## src/rtl/shift_mult_sequencer.sv

```systemverilog
// Serial shift-add multiplier controller driving an external right-shift operand register.
// Latency Word_Length+3 cycles from start accept to ready; start is ignored (not queued) while ready=0.
module shift_mult_sequencer #(
    parameter int Word_Length = 8
) (
    input  logic                       clk,
    input  logic                       reset,
    input  logic                       start,
    input  logic                       abort,
    input  logic [Word_Length-1:0]     multiplicand,
    input  logic [Word_Length-1:0]     multiplier,
    input  logic                       sr_lsb,
    output logic                       sr_load,
    output logic                       sr_shift,
    output logic [Word_Length-1:0]     sr_data,
    output logic                       ready,
    output logic                       busy,
    output logic                       done,
    output logic [2*Word_Length-1:0]   product
);

    localparam int CW = $clog2(Word_Length + 1);

    typedef enum logic [1:0] {
        S_IDLE,
        S_LOAD,
        S_RUN,
        S_DONE
    } state_t;

    state_t                    state;
    state_t                    state_nxt;
    logic [CW-1:0]             count;
    logic [2*Word_Length-1:0]  mcand_reg;

    always_ff @(posedge clk) begin
        if (reset) begin
            state <= S_IDLE;
        end else begin
            state <= state_nxt;
        end
    end

    always_comb begin
        state_nxt = state;
        sr_load   = 1'b0;
        sr_shift  = 1'b0;
        ready     = 1'b0;
        busy      = 1'b0;
        done      = 1'b0;
        case (state)
            S_IDLE: begin
                ready = 1'b1;
                if (start) state_nxt = S_LOAD;
            end
            S_LOAD: begin
                sr_load = 1'b1;
                busy    = 1'b1;
                state_nxt = abort ? S_IDLE : S_RUN;
            end
            S_RUN: begin
                sr_shift = 1'b1;
                busy     = 1'b1;
                if (abort) begin
                    state_nxt = S_IDLE;
                end else if (count == CW'(Word_Length - 1)) begin
                    state_nxt = S_DONE;
                end
            end
            S_DONE: begin
                done      = 1'b1;
                state_nxt = S_IDLE;
            end
            default: state_nxt = S_IDLE;
        endcase
    end

    // The multiplicand copy doubles each RUN cycle so it stays aligned with the bit now at sr_lsb.
    always_ff @(posedge clk) begin
        if (reset) begin
            sr_data   <= '0;
            mcand_reg <= '0;
            product   <= '0;
            count     <= '0;
        end else begin
            case (state)
                S_IDLE: begin
                    if (start) begin
                        sr_data   <= multiplier;
                        mcand_reg <= {{Word_Length{1'b0}}, multiplicand};
                        product   <= '0;
                        count     <= '0;
                    end
                end
                S_RUN: begin
                    if (sr_lsb) product <= product + mcand_reg;
                    mcand_reg <= mcand_reg << 1;
                    count     <= count + CW'(1);
                end
                default: ;
            endcase
        end
    end

endmodule
```

## config.mk

```make
export PLATFORM = sky130hd
export DESIGN_NAME = shift_mult_sequencer
export DESIGN_NICKNAME = d
export VERILOG_FILES = /design/src/rtl/shift_mult_sequencer.sv
export SDC_FILE = /design/constraint.sdc
export NUM_CORES = 1
export LEC_CHECK = 0
export ABC_CLOCK_PERIOD_IN_PS = 3030
export CAP_MARGIN = 10
export CORE_AREA = 8 8 114 74
export CTS_CLUSTER_SIZE = 28
export DETAILED_ROUTE_END_ITERATION = 10
export DIE_AREA = 0 0 122 82
export SLEW_MARGIN = 15
export SYNTH_ARGS = -nofsm -noshare
export SYNTH_HDL_FRONTEND = slang
export SYNTH_SLANG_ARGS = --single-unit
```

## constraint.sdc

```tcl
create_clock -name clk -period 3.03 [get_ports clk]
set_clock_uncertainty 0.2 [all_clocks]
set_input_delay 0.7575 -clock clk [delete_from_list [all_inputs] [get_ports clk]]
set_output_delay 0.7575 -clock clk [all_outputs]
set_load 0.1 [all_outputs]
```

==> flow_summary.ini, run 1 <==
[grt]
grt_pass1_vias = 2191
grt_start_max_net_pins = 25
grt_pass1_wl_mm = 11.3
grt_usage_pct = 14.1
grt_overflow_total = 0
antenna_found_initial = 0

[floorplanning]
fp.dieArea_um2 = 10000
die_w_um = 122
core_um2 = 6880
floorplan.rows = 24
ios = 50
start_util_pct = 38.1
die_y_um = 82

[route]
drc = 0
wl_per_cell_um = 15.7
dr_total_vias = 2337
via_per_inst = 5.23
detail-route-antenna-nets = 0
drt_wl_total_mm = 7.04
first_pass_iters = 4
drt_iter0_drc = 136

[status]
status = finished, final reports clean

[clock_network]
cts_tree = yes
cts.clk_slew.worst_paths_ps = 80
post_cts_resized = 0
postCtsSetupBuffers = 0
cts_root_buffer = clkbuf_8
clk_latency_ps = 300
clockBufferDepth = 2
cts.sinks = 46
cts_made_buffers = 5
postCtsHoldBufs = 0
cts_max_level = 2

[finish]
nNetsFinal = 399
stdcell_count = 447
design_area_um2 = 3240
antenna_cells = 0
final_cell_mix = 46 x dfxtp_1, 38 x buf_4, 35 x nor2_1, 31 x nand2_1, 24 x a21oi_1
final_common_cell = dfxtp_1
drive_gt1_share_pct = 15.2
final_util_pct = 47.1
syn_to_final_growth_pct = 23.7

[sta]
hold_viol_final = 0
setup_tns_ps = 0
max_freq_mhz = 407
holdWs_ps = 263
rsz0062_at_grt = no
tightest_slew_ps = 553
fin_crit_sh_pct = 81.2
maxSlewHeadroom_pct = 62.7
setup_slack_ps = 570
setup_viol_count_final = 0
fin_crit_ps = 2460
slew_violations = 0

[place]
gp_congestion = 0.908
placed_cell_area_um2 = 3160
place_ws_ps = 325
place_hpwl_mm = 5.39
port_buffers = 49
place_inst = 441

[synth]
synth_edf_count = 0
syn-num-nets = 348
yosysSeqAreaShare_pct = 35.1
ys_top_cells_by_area = dfxtp_1 35%, ha_1 9.5%, nor2_1 5.0%, a21oi_1 4.6%, nand2_1 4.4%
yosys.area.top_type = dfxtp_1
syn_avg_cell_area_um2 = 8.57
netlist.area_leader.share_pct = 35.1
ys_warn_count = 0
syn_area_um2 = 2620
synthArstFlopShare_pct = 0
synth_cell_types = 51
synthFlopType = dfxtp_1
synthCells = 306
ys_seq_elements = 46

[worst_setup_path]
r2r_end = product[8]$_SDFFE_PP0P_
rr_worst_depth = 8
worst_ep_required_time_ps = 3030
rrSetupSlack_ps = 570
reg2reg_from = mcand_reg[0]$_SDFFE_PP0P_
crit_arrival_ps = 2460
endpoint_kind = flip-flop
cp_max_fo = 4
critical_path_class = flip-flop to flip-flop
start_kind = flip-flop

[pwr]
leakage_nw = 1.36
finalPower_mw = 1.31
p_per_area_nw_per_um2 = 403
peakVddDrop_uv = 191

[min_path]
whs_path_depth = 2
hold_class = flip-flop to flip-flop
worstHoldStart = sr_data[7]$_SDFFE_PP0P_
worstHoldEndpoint = sr_data[7]$_SDFFE_PP0P_

[flow_run]
cap_violations = 0
## where the power goes
group	internal, mW	leakage [nW]	switching, mW
Sequential	0.625	0.374	0.0155
Clock	0.177	0.0431	0.209
Combinational	0.0889	0.942	0.193
Total	0.890	1.36	0.417
## critical path, cell delays in order, from the launching register on
cell,delay (ps)
dfxtp_1,360
ha_1,220
inv_1,70
fa_1,410
nor2b_1,170
o211ai_1,150
a21oi_1,350
o21ai_0,160
a32o_1,270
## cell usage after synthesis (2+ instances only)
cell,count
dfxtp_1,46
nor2_1,35
nand2_1,31
a21oi_1,24
ha_1,20
a22oi_1,14
o21ai_0,14
a211oi_1,10
a21o_1,8
inv_1,8
mux2i_1,8
clkbuf_1,7
nor3_1,7
o211ai_1,5
or3_1,5
a32o_1,4
nand4_1,4
nor2b_1,4
o21a_1,4
xnor2_1,4
buf_1,3
buf_6,3
nand3_1,3
a221oi_1,2
a32oi_1,2
and2_1,2
buf_2,2
nand3b_1,2
o21bai_1,2
xor2_1,2
## area by class of cell
class | count | area, um^2
fill | 689 | 3630
sequential | 46 | 921
tap | 91 | 114
multi-input combinational | 236 | 1590
timing repair buffer | 59 | 505
inverter | 9 | 33.8
clock buffer | 6 | 82.6
## worst max path at each step
stage                               end                      start  slack (ps)
2_1_floorplan  product[10]$_SDFFE_PP0P_    product[0]$_SDFFE_PP0P_          10
3_3_place_gp   product[14]$_SDFFE_PP0P_                      start         370
3_5_place_dp   product[14]$_SDFFE_PP0P_                      start         320
4_1_cts         product[8]$_SDFFE_PP0P_    product[0]$_SDFFE_PP0P_         560
5_1_grt         product[8]$_SDFFE_PP0P_    product[0]$_SDFFE_PP0P_         360
6_report        product[8]$_SDFFE_PP0P_  mcand_reg[0]$_SDFFE_PP0P_         570
## logic make-up (layout without fill, tap and decap cells)
kind of cell	after synthesis	in the layout	synth area share (%)
AND/OR/NAND/NOR	104	104	19.8
AO/OA/AOI/OAI	96	96	24.9
flip-flops	46	46	35.1
buffers and inverters	24	74	4.39
adder cells (fa/ha/maj)	21	21	10.3
multiplexers	9	9	3.48
XOR/XNOR	6	6	2.00
## per-layer routing
| metal | GRT usage, % | wire length (um) | up-vias |
|---|---|---|---|
| li1 | - | - | 1228 |
| met1 | 20.8 | 3670 | 1057 |
| met2 | 20.0 | 2900 | 50 |
| met3 | 2.88 | 426 | 2 |
| met4 | 4.41 | 31 | 0 |
| met5 | 0 | 0 | - |
(Power assumes the default switching activity.)
==> run 2, diff against run 1 <==
Settings changed: ABC_CLOCK_PERIOD_IN_PS 3030 to 2300.
Clock period 3.03 ns to 2.3 ns, I/O delays scaled along.
==> run 2 against run 1 <==
- non-clock buffer count rose by 16
- combinational power increased by 50%
- flip-flop and latch count stayed put
- via count is 5.7% higher
- design area rose by 12%
- sequential share of layout area shrank 1.8 points
- first-iteration DRC count grew 51%
- final cell count rose by 4.0%
- critical path type unchanged
- largest power group unchanged
- highest routed layer unchanged
==> flow_summary.ini, run 2 (synthesis results as in run 1) <==
[pwr]
peakVddDrop_uv = 249
leakage_nw = 1.50
p_per_area_nw_per_um2 = 524
finalPower_mw = 1.90

[worst_setup_path]
worst_ep_required_time_ps = 2300
start_kind = flip-flop
cp_max_fo = 5
crit_arrival_ps = 2220
endpoint_kind = flip-flop
critical_path_class = flip-flop to flip-flop

[finish]
nFillCells = 670
final_common_cell = buf_4
syn_to_final_growth_pct = 38.1
final_cell_mix = 45 x buf_4, 35 x nor2_1, 31 x nand2_1, 30 x dfxtp_1, 22 x a21oi_1
nNetsFinal = 415
multi_input_area_um2 = 1660
seqCellArea_um2 = 963
drive_gt1_share_pct = 26.5
antenna_cells = 0

[sta]
fin_crit_sh_pct = 96.6
max_freq_mhz = 450
hold_viol_final = 0
fin_crit_ps = 2220
slew_violations = 0
setup_viol_count_final = 0
maxSlewHeadroom_pct = 57.2
holdWs_ps = 260
setup_tns_ps = 0
tightest_slew_ps = 637

[flow_run]
cap_violations = 0

[clock_network]
cts_root_buffer = clkbuf_8
cts_max_level = 2
cts_tree = yes
cts_made_buffers = 5
cts.sinks = 46
clk_latency_ps = 310
cts.clk_slew.worst_paths_ps = 90
clockBufferDepth = 2

[floorplanning]
die_y_um = 82
ios = 50
die_w_um = 122
fp.dieArea_um2 = 10000
floorplan.rows = 24
core_um2 = 6880
start_util_pct = 38.1

[route]
drt_iter0_drc = 206
first_pass_iters = 4
drc = 0
drt_wl_total_mm = 7.31
detail-route-antenna-nets = 0
via_per_inst = 5.31
dr_total_vias = 2471
wl_per_cell_um = 15.7

[grt]
grt_pass1_wl_mm = 11.7
grt_start_max_net_pins = 37
antenna_found_initial = 0
grt_usage_pct = 14.7
grt_pass1_vias = 2331
grt_overflow_total = 0

[place]
port_buffers = 49
place_hpwl_mm = 5.61
gp_congestion = 0.843

[min_path]
hold_class = flip-flop to flip-flop

[status]
status = finished, final reports clean
run 2: cell types whose count changed in the layout (fill, tap and decap cells not counted), sizes merged:
cell,delta
buf,+16
bufinv,+1
clkbuf,-1
clkinv,+1
inv,+1
run 2: timing repair:
action,4_1_cts,5_1_grt
pin swaps,2,4
resized for setup,2,6
setup buffers,3,0
hold buffers,0,0
endpoints found under the setup margin,1,8
run 2: final cells by class:
type                            count  share of cell area (%)
Inverter                            9                   0.933
Multi-Input combinational cell    236                    45.8
Tap cell                           91                    3.14
Clock buffer                        5                    1.90
Timing Repair Buffer               75                    20.4
Clock inverter                      3                    1.21
Sequential cell                    46                    26.6
run 2: metrics by stage:
step                worst slack, ps  instances  utilization, %  instance area, um^2
floorplan                     -85.6        306               -                 2710
global placement               -122        454            50.3                 3460
detailed placement             -134        454            50.3                 3460
CTS                            27.4        465            52.3                 3590
global route                  -2.48        465            52.7                 3620
finish                         77.3        465            52.7                 3620
run 2: worst max-delay path, cell delays in order, from the launching register on:
cell and delay [ps]:
dfxtp_4 370, ha_1 380, nand2_1 120, a211oi_1 390, nand2_1 130, o2111a_1 260, a221o_1 260
run 2: path summary, 6_finish.rpt:
kind | slack (ps) | to | depth (start not counted) | from
max reg2reg | 80 | product[15]$_SDFFE_PP0P_ | 6 | product[6]$_SDFFE_PP0P_
min reg2reg | 260 | sr_data[0]$_SDFFE_PP0P_ | 2 | sr_data[0]$_SDFFE_PP0P_
max | 80 | product[15]$_SDFFE_PP0P_ | 6 | product[6]$_SDFFE_PP0P_
min | 260 | sr_data[0]$_SDFFE_PP0P_ | 2 | sr_data[0]$_SDFFE_PP0P_
run 2: routing by layer:
layer  track usage, %  wire, um  share of wire (%)  up-vias
met2             20.7      3030                 41       50
met3             3.71       394                5.4        7
li1                 -         -                  -     1259
met5                0         0                  0        -
met1             21.7      3830                 52     1155
met4             3.43        55               0.75        0
run 2: where the power goes:
group / internal, mW / leakage (nW) / switching, mW
Clock: 0.326 / 0.0585 / 0.310
Sequential: 0.813 / 0.385 / 0.0225
Combinational: 0.158 / 1.05 / 0.266
Total: 1.30 / 1.50 / 0.599
